$ cat config.mk
export PLATFORM = sky130hd
export DESIGN_NAME = grey_bcd_decode
export DESIGN_NICKNAME = d
export VERILOG_FILES = /design/src/rtl/grey_pkg.sv /design/src/rtl/grey_code_lut.sv /design/src/rtl/grey_bcd_decode.sv
export SDC_FILE = /design/constraint.sdc
export NUM_CORES = 1
export LEC_CHECK = 0
export CAP_MARGIN = 20
export CORE_MARGIN = 2
export CORE_UTILIZATION = 40
export DETAILED_ROUTE_END_ITERATION = 7
export GPL_ROUTABILITY_DRIVEN = 0
export PLACE_DENSITY = 0.72
export SLEW_MARGIN = 20
export SYNTH_ARGS = -nofsm -noshare
export SYNTH_HDL_FRONTEND = slang
export SYNTH_SLANG_ARGS = --single-unit
$ cat constraint.sdc
create_clock -name i_clk -period 2.2 [get_ports i_clk]
set_input_delay 0.55 -clock i_clk [delete_from_list [all_inputs] [get_ports i_clk]]
set_output_delay 0.55 -clock i_clk [all_outputs]
set_load 0.03 [all_outputs]
$ cat src/rtl/grey_pkg.sv
// Shared Grey decade code constants and successor function.
// Used by the grey_10 counter and grey_bcd_decode.
package grey_pkg;

  typedef enum logic [4:0] {
    GC_ZERO  = 5'b10001,
    GC_ONE   = 5'b00001,
    GC_TWO   = 5'b00011,
    GC_THREE = 5'b00010,
    GC_FOUR  = 5'b00110,
    GC_FIVE  = 5'b00100,
    GC_SIX   = 5'b01100,
    GC_SEVEN = 5'b01000,
    GC_EIGHT = 5'b11000,
    GC_NINE  = 5'b10000
  } grey_code_e;

  localparam logic [3:0] DIGIT_MAX = 4'd9;

  function automatic logic [4:0] grey_succ(
    input logic [4:0] code
  );
    unique case (code)
      GC_ZERO:  grey_succ = GC_ONE;
      GC_ONE:   grey_succ = GC_TWO;
      GC_TWO:   grey_succ = GC_THREE;
      GC_THREE: grey_succ = GC_FOUR;
      GC_FOUR:  grey_succ = GC_FIVE;
      GC_FIVE:  grey_succ = GC_SIX;
      GC_SIX:   grey_succ = GC_SEVEN;
      GC_SEVEN: grey_succ = GC_EIGHT;
      GC_EIGHT: grey_succ = GC_NINE;
      default:  grey_succ = GC_ZERO;
    endcase
  endfunction

endpackage

$ cat src/rtl/grey_code_lut.sv
// Combinational Grey decade code to BCD lookup.
// Flags the 22 unused codes as illegal.
module grey_code_lut
  import grey_pkg::*;
(
  input  logic [4:0] i_code,
  output logic [3:0] o_bcd,
  output logic       o_legal
);

  always_comb begin
    o_bcd   = 4'd0;
    o_legal = 1'b1;
    unique case (i_code)
      GC_ZERO:  o_bcd = 4'd0;
      GC_ONE:   o_bcd = 4'd1;
      GC_TWO:   o_bcd = 4'd2;
      GC_THREE: o_bcd = 4'd3;
      GC_FOUR:  o_bcd = 4'd4;
      GC_FIVE:  o_bcd = 4'd5;
      GC_SIX:   o_bcd = 4'd6;
      GC_SEVEN: o_bcd = 4'd7;
      GC_EIGHT: o_bcd = 4'd8;
      GC_NINE:  o_bcd = 4'd9;
      default:  o_legal = 1'b0;
    endcase
  end

endmodule

$ cat src/rtl/grey_bcd_decode.sv
// Two-stage Grey decade decoder with tens counter,
// roll-over detection and sticky code/sequence error flags.
module grey_bcd_decode
  import grey_pkg::*;
#(
  parameter bit pWRAP = 1'b1
) (
  input  logic       i_clk,
  input  logic       i_rst,
  input  logic [4:0] i_cnt,
  input  logic       i_clk_div,
  input  logic       i_err_clr,
  output logic [3:0] o_bcd_ones,
  output logic [3:0] o_bcd_tens,
  output logic       o_valid,
  output logic       o_carry,
  output logic       o_ovf,
  output logic       o_err_code,
  output logic       o_err_seq
);

  logic [4:0] s1_cnt;
  logic       s1_div;
  logic       s1_vld;
  logic [4:0] prev_cnt;
  logic       prev_ok;
  logic       prev_div;
  logic [3:0] lut_bcd;
  logic       lut_legal;
  logic       fall;
  logic       roll;
  logic       bad_code;
  logic       bad_seq;
  logic [3:0] tens_nxt;
  logic       ovf_nxt;

  grey_code_lut u_lut (
    .i_code  (s1_cnt),
    .o_bcd   (lut_bcd),
    .o_legal (lut_legal)
  );

  always_comb begin
    fall     = s1_vld & prev_div & ~s1_div;
    roll     = fall & lut_legal & (lut_bcd == 4'd0);
    bad_code = s1_vld & ~lut_legal;
    bad_seq  = (fall & ~roll)
             | (s1_vld & lut_legal & prev_ok
                & (s1_cnt != grey_succ(prev_cnt)));
    tens_nxt = o_bcd_tens;
    ovf_nxt  = 1'b0;
    if (roll) begin
      if (o_bcd_tens != DIGIT_MAX) begin
        tens_nxt = o_bcd_tens + 4'd1;
      end else if (pWRAP) begin
        tens_nxt = 4'd0;
        ovf_nxt  = 1'b1;
      end
    end
  end

  // s1_vld keeps the empty post-reset stage from reading as a bad code
  always_ff @(posedge i_clk) begin
    if (i_rst) begin
      s1_cnt <= 5'd0;
      s1_div <= 1'b0;
      s1_vld <= 1'b0;
    end else begin
      s1_cnt <= i_cnt;
      s1_div <= i_clk_div;
      s1_vld <= 1'b1;
    end
  end

  always_ff @(posedge i_clk) begin
    if (i_rst) begin
      prev_cnt <= 5'd0;
      prev_ok  <= 1'b0;
      prev_div <= 1'b0;
    end else if (s1_vld) begin
      prev_ok  <= lut_legal;
      prev_div <= s1_div;
      if (lut_legal) prev_cnt <= s1_cnt;
    end
  end

  always_ff @(posedge i_clk) begin
    if (i_rst) begin
      o_bcd_ones <= 4'd0;
      o_bcd_tens <= 4'd0;
      o_valid    <= 1'b0;
      o_carry    <= 1'b0;
      o_ovf      <= 1'b0;
      o_err_code <= 1'b0;
      o_err_seq  <= 1'b0;
    end else begin
      o_valid    <= s1_vld & lut_legal;
      o_carry    <= roll;
      o_ovf      <= ovf_nxt;
      o_bcd_tens <= tens_nxt;
      o_err_code <= (o_err_code & ~i_err_clr) | bad_code;
      o_err_seq  <= (o_err_seq & ~i_err_clr) | bad_seq;
      if (s1_vld & lut_legal) o_bcd_ones <= lut_bcd;
    end
  end

endmodule

Word level (Yosys, flattened, before mapping)
Memories as Yosys holds them, arrays and structs flattened. A register that Yosys moved wholly into a read port is not among the register bits.
Cells that the tools add are included.
{ "word_totals": {"reg_bits": 27, "latch_bits": 0, "ramBits": 0, "rom_bits": 160, "inputBits": 9, "output_inout_bits": 13, "wordCells": 56, "n_memories": 1} }
{ "op_classes": {"add_sub_neg": 1, "mul": 0, "n_div": 0, "magnitude_cmp": 0, "eq_ne": 12, "shifts": 0, "n_mux": 7, "n_bitwise": 18, "n_reduce_logical": 4} }
{ "mem_list": {"columns": ["memory", "depth", "width", "rd", "rd_ports_with_merged_regs", "wr", "line_no", "text"], "rows": [
  ["(name not given)", 32, 5, 1, 1, 0, "grey_pkg.sv:23", "unique case (code)"]
]} }
{ "ops": {"columns": ["op", "n"], "rows": [
  ["case mux 4 bit (9 select lines)", 1],
  ["equality test 5 bit, second input constant", 3],
  ["AND 1 bit", 11],
  ["equality test 5 x 2 -> 1 bit, second input constant", 2],
  ["equality test 5 x 3 -> 1 bit, second input constant", 2],
  ["equality test 5 x 4 -> 1 bit, second input constant", 2],
  ["2-to-1 mux 5 bit", 2],
  ["OR reduction 10 bit", 1],
  ["equality test 5 x 1 -> 1 bit, second input constant", 1],
  ["!= test 5 bit", 1],
  ["adder 4 x 1 -> 4 bit, second input constant", 1],
  ["logical NOT 4 bit", 1],
  ["2-to-1 mux 4 bit", 1],
  ["!= test 4 bit, second input constant", 1],
  ["NOT 1 bit", 4],
  ["2-to-1 mux 1 bit", 3],
  ["bitwise OR 1 bit", 3],
  ["AND reduction 2 bit", 1],
  ["OR reduction 2 bit", 1]
]} }

Logic depth before layout (Yosys ltp)
Gate-level depths: netlist of the first run.
{ "logic_depth": {"depth_word": 9, "depth_mapped": 8, "depth_no_buf": 7} }

By module
Synthesis of the first run repeated with hierarchy kept, for this count alone.
{ "hier_totals": {"hier_cells": 156, "area_unflattened_um2": 1425.1} }
{ "by_module_without_submodules": {"columns": ["module", "instances", "cells_per_inst", "area_each_um2", "seq_area_each_um2"], "rows": [
  ["grey_bcd_decode", 1, 135, 1302.5, 640.6],
  ["grey_code_lut", 1, 21, 122.6, 0.0]
]} }

Worst setup path after synthesis of the first run
No wires, ideal clock.
{ "synth_timing": {"path_kind": "register to register", "startpoint": "register s1_cnt[0]", "endpoint": "register (tool-made name)", "setup_ns": 0.115, "arrival_time_ns": 2.066, "required_time_ns": 2.085, "setup_slack_ns": 0.018, "path_stages_with_launch": 8, "path_buffers": 1, "synth_period_minus_slack_ns": 2.182, "cell_sequence": "dfxtp_1 > buf_6 > or4_4 > o211a_4 > nand3_4 > a21oi_4 > or4_1 > and3_1"} }
{ "synth_rtl": {"columns": ["item", "line_no", "text"], "rows": [
  ["start, declared", "grey_bcd_decode.sv:22", "logic [4:0] s1_cnt;"],
  ["start signal, assigned", "grey_bcd_decode.sv:69", "s1_cnt <= i_cnt;"]
]} }

==> results.cfg, run 1 <==
[drt]
firstDrtPassIters = 4
drt_iter0_drc = 30
wire_per_inst_microns = 13.4
ant_nets = 0
routed_wl_mm = 3.46
via_count = 1365
drcViolationCount = 0
viasPerCell = 5.27

[floorplanning]
initial_core_util_pct = 41.2
dieWidth_microns = 65.1
rows = 22
core_area_sq_mm = 0.00363
die_y_microns = 65.1
pin_count = 22
dieArea_sq_mm = 0.00424

[yosys]
synthFlopType = dfxtp_1
synth_nets = 179
synth_most_common_cell = dfxtp_1
synth-edff-count = 0
ys_seq_area_share_pct = 42.8
netlist.area_leader.share_pct = 42.8
synthTopCellsByCount = dfxtp_1 (32), nor2_1 (15), a21oi_1 (11), nand2_1 (11), nor2b_1 (10)
postSynthAreaPerCell_sq_um = 8.80
yosysWarnings = 0
yosysTopAreaCell = dfxtp_1
ys_ff_latch = 32
synth_cell_types = 51
async_flop_share_pct = 0
synth_area_leaders = dfxtp_1 (43%), nor2b_1 (4.2%), nor2_1 (3.8%), a21oi_1 (3.7%), xor2_1 (3.5%)
netlist_instances = 170
netlist_area_sq_mm = 0.00150

[sta]
finalSetupViolCount = 0
slew_headroom_pct = 74.3
hold-worst-slack_ns = 0.459
skew_ns = 0.00817
slew_violations = 0
rsz0062_at_grt = yes
worst_slew_pin_slew_ns = 0.382
tns_ns = 0
period_minus_slack_ns = 2.13
post-route-period-util_pct = 96.8
max_freq_mhz = 469
finalHoldViolations = 0

[worst_setup_path]
cpMaxStageDelayCell = or4_4
worst_setup_path_start_kind = register
worstSetupPathType = register to register
r2r_cells = 6
crit_cells = 6
arrival_ns = 2.31
cp_cell_sequence = or4_4 -> o211a_4 -> nand3_4 -> a21oi_4 -> or4_1 -> and3_1
cp_top_family = simple AND/OR/NAND/NOR gates
path_buf_inv = 0
crit_required_ns = 2.38
crit_path_max_fanout = 5
end_kind = register
max_stage_delay_ns = 0.57

[cts]
tritoncts = done
cts_buffer_depth = 2
clkTransAtPathRegs_ns = 0.07
cts_root_buffer = clkbuf_8
htreeDepth = 2
clk_latency_ns = 0.29
cts_buffers = 5
clock_sinks = 32
hold_buffers = 0

[layout]
diodes = 0
fillers = 354
postLayoutCellArea_sq_mm = 0.00200
layout-drive-gt1-share_pct = 23.2
syn2layout_area_growth_pct = 33.9
nNetsFinal = 219
final_core_util_pct = 55.1

[placed_design]
dp_hpwl_mm = 2.56
postPlaceCellArea_sq_mm = 0.00188
numPortBuffers = 21

[power]
p_sw_mw = 0.366
combPwrFrac_pct = 16.9
switching_share_pct = 28.2
pwr-share-clk_pct = 34.9
p_leak_nw = 0.734
p_int_mw = 0.932
pwr_density_cell_mw_per_mm2 = 649
vdd_drop_max_mv = 0.412
finalPower_mw = 1.30
p_seq_share_pct = 48.2

[global_route]
grtUsageTotal_pct = 18.4
antenna_found_initial = 0
grt_max_degree = 13
grt.overflow.total = 0
grt_pass1_wl_mm = 6.00
grt_pass1_vias = 1285

[run]
drv_cap = 0

[min_path]
hp-class = register to register
hold_path_depth = 2

[status]
status = complete, no violations
## routing by layer
metal | track usage [%] | wire length, microns
met1 | 25.4 | 1520
met2 | 27.8 | 1660
met3 | 4.79 | 235
met4 | 6.77 | 44
met5 | 0 | 0
## area by class of cell
class	count	area, sq um	area share, %
Multi-Input combinational cell	122	812	40.6
Sequential cell	32	643	32.1
Timing Repair Buffer	42	368	18.4
Clock buffer	5	68.8	3.44
Tap cell	48	60.1	3.00
Inverter	7	26.3	1.31
Clock inverter	3	23.8	1.19
## path summary, 6_finish.rpt
| check | startpoint | endpoint | slack [ns] |
|---|---|---|---|
| worst min-delay path | o_bcd_ones[2] | o_bcd_ones[2] | 0.46 |
| worst min register to register | o_bcd_ones[2] | o_bcd_ones[2] | 0.46 |
| worst max register to register | s1_cnt[1] | register | 0.07 |
| worst max-delay path | s1_cnt[1] | register | 0.07 |
## power by group through the flow
stage	Clock [mW]	Combinational [mW]	Sequential [mW]
2_1_floorplan	0	0.122	0.647
3_5_place_dp	0	0.214	0.638
3_3_place_gp	0	0.212	0.638
5_1_grt	0.495	0.240	0.629
6_report	0.453	0.220	0.626
4_1_cts	0.464	0.215	0.625
## placed cells by master, fill, tap and decap left out, types with 2 or more instances in the layout
master / n
nand2b_1: 2
clkbuf_8: 5
and2_1: 2
buf_4: 21
nor2_1: 14
nor2_2: 2
nor2b_1: 10
dfxtp_1: 30
a32oi_1: 2
dfxtp_2: 2
xor2_1: 6
nor3_1: 8
nand4_1: 2
inv_1: 6
xnor2_1: 3
nand3_1: 5
o21ai_0: 9
o22ai_1: 2
nor4b_1: 2
nor4_1: 2
clkinvlp_4: 2
nand2_1: 11
a21oi_1: 11
clkdlybuf4s50_1: 21
## stage by stage
step | std cells | setup WS [ns]
5_1_grt | 259 | 0.000759
3_5_place_dp | 251 | 0.00647
2_1_floorplan | 170 | 0.0184
4_1_cts | 259 | 0.0597
3_3_place_gp | 251 | 0.0204
6_report | 259 | 0.0699
## what timing repair did
item,CTS,global route
gates resized for setup,0,7
endpoints found under the setup margin,0,1
setup buffers,0,0
## cells by family (layout without fill, tap and decap cells)
family | after synthesis | in the layout | share of synthesized area [%]
and+or+nand+nor | 72 | 72 | 26.5
AOI/OAI and AO/OA | 39 | 39 | 19.2
DFF | 32 | 32 | 42.8
buffers and inverters | 16 | 57 | 4.69
xor gates and xnor gates | 9 | 9 | 5.27
muxes | 2 | 2 | 1.42
## tightest hold or removal path, cell delays in order (launching register included)
cell     delay, ns
dfxtp_1       0.31
nand2_1       0.05
a21oi_1       0.05
No activity file was read; power rests on OpenSTA's default activity.
==> run 2, diff against run 1 <==
CORE_MARGIN = 5   (was 2)
==> results.cfg, run 2 (synthesis gave the netlist of run 1 again) <==
[status]
status = complete, no violations

[floorplanning]
rows = 22
dieArea_sq_mm = 0.00506
dieWidth_microns = 71.1
core_area_sq_mm = 0.00363
initial_core_util_pct = 41.2
pin_count = 22
die_y_microns = 71.1

[placed_design]
dp_hpwl_mm = 2.79
numPortBuffers = 21
postPlaceCellArea_sq_mm = 0.00192
dp_cells = 256

[layout]
regArea_sq_um = 642
postLayoutCellArea_sq_mm = 0.00204
fin_cells = 264
multi_input_area_sq_um = 813
layout-drive-gt1-share_pct = 24.5
final_cell_mix = dfxtp_1 (31), buf_4 (26), clkdlybuf4s50_1 (21), nor2_1 (14)
fillers = 362
nNetsFinal = 224
diodes = 0
final_common_cell = dfxtp_1
syn2layout_area_growth_pct = 36.4

[global_route]
grt_pass1_wl_mm = 6.49
grt_max_degree = 13
use_met2_pct = 27.0
antenna_found_initial = 0
top_usage_layer = met2
globalRouteMet1Util_pct = 19.5
grt.overflow.total = 0
grt_pass1_vias = 1430
grtUsageTotal_pct = 16.2
grt_util_met3_pct = 4.83

[worst_setup_path]
worst_setup_path_start_kind = register
cpMaxStageDelayCell = or4_4
regToRegStartpoint = s1_cnt[0]
critPathLaunch = s1_cnt[0]
crit_path_max_fanout = 5
max_stage_delay_ns = 0.58
crit_required_ns = 2.38
r2r_cells = 6
cp_top_family = simple AND/OR/NAND/NOR gates
worstSetupPathType = register to register
arrival_ns = 2.31
end_kind = register
path_buf_inv = 0
cp_cell_sequence = or4_4 -> o211a_4 -> nand3_4 -> a21oi_4 -> or4_1 -> and3_1
crit_cells = 6
ff2ff_setup_slack_ns = 0.07

[cts]
hold_buffers = 0
post-cts-setup-buffers = 0
cts_buffers = 5
clock_sinks = 32
clkTransAtPathRegs_ns = 0.07
tritoncts = done
cts_resized = 0
htreeDepth = 2
cts_buffer_depth = 2
clk_latency_ns = 0.29
cts_root_buffer = clkbuf_8

[sta]
max_freq_mhz = 470
finalSetupViolCount = 0
finalHoldViolations = 0
post-route-period-util_pct = 96.8
worst_slew_pin_slew_ns = 0.319
period_minus_slack_ns = 2.13
slew_headroom_pct = 78.7
slew_violations = 0
rsz0062_at_grt = no
skew_ns = 0.00676
hold-worst-slack_ns = 0.459

[run]
drv_cap = 0

[drt]
drt_iter0_drc = 111
wire_per_inst_microns = 14.4
routed_wl_mm = 3.79
firstDrtPassIters = 4
viasPerCell = 5.21
drcViolationCount = 0
via_count = 1376
ant_nets = 0

[power]
vdd_drop_max_mv = 0.327
p_leak_nw = 0.761
finalPower_mw = 1.31
pwr_density_cell_mw_per_mm2 = 642

[min_path]
hp-class = register to register
[run 2: power breakdown]
part	internal [mW]	leakage (nW)	total, mW	switching [mW]
Sequential	0.608	0.262	0.627	0.0191
Combinational	0.107	0.458	0.229	0.122
Clock	0.223	0.0404	0.453	0.229
[run 2: worst reg2reg max path: cells and delay by family, from the launching register on]
family / cells / cell delay [ns]
AND/OR/NAND/NOR: 4 / 1.37
flip-flops: 1 / 0.31
AO/OA/AOI/OAI: 2 / 0.35
[run 2: area by class of cell]
cell class | count | area share [%]
Sequential cell | 32 | 31.5
Clock inverter | 3 | 1.17
Inverter | 7 | 1.29
Tap cell | 48 | 2.94
Multi-Input combinational cell | 122 | 39.9
Timing Repair Buffer | 47 | 19.9
Clock buffer | 5 | 3.37
[run 2: through the flow]
step	utilization, %	setup slack (ns)	setup TNS, ns
after floorplan	-	0.0184	0
after global placement	52.8	0.000305	0
after detailed placement	52.8	-0.0334	-0.0334
after CTS	55.3	0.0569	0
after global routing	56.1	0.000399	0
final	56.1	0.0708	0
[run 2: worst min-delay path by stage]
stage	from	end	cells after the start
2_1_floorplan	prev_ok	prev_ok	2
3_3_place_gp	o_bcd_ones[2]	o_bcd_ones[2]	2
3_5_place_dp	o_bcd_ones[3]	o_bcd_ones[3]	2
4_1_cts	o_bcd_ones[3]	o_bcd_ones[3]	2
5_1_grt	o_bcd_ones[3]	o_bcd_ones[3]	2
6_report	o_bcd_ones[2]	o_bcd_ones[2]	2
[run 2: layer usage]
layer	up-vias	part of all wire (%)	wire [microns]
met1	631	44	1680
met2	49	47	1800
met5	-	0	0
li1	686	-	-
met3	10	6.1	230
met4	0	2.1	79
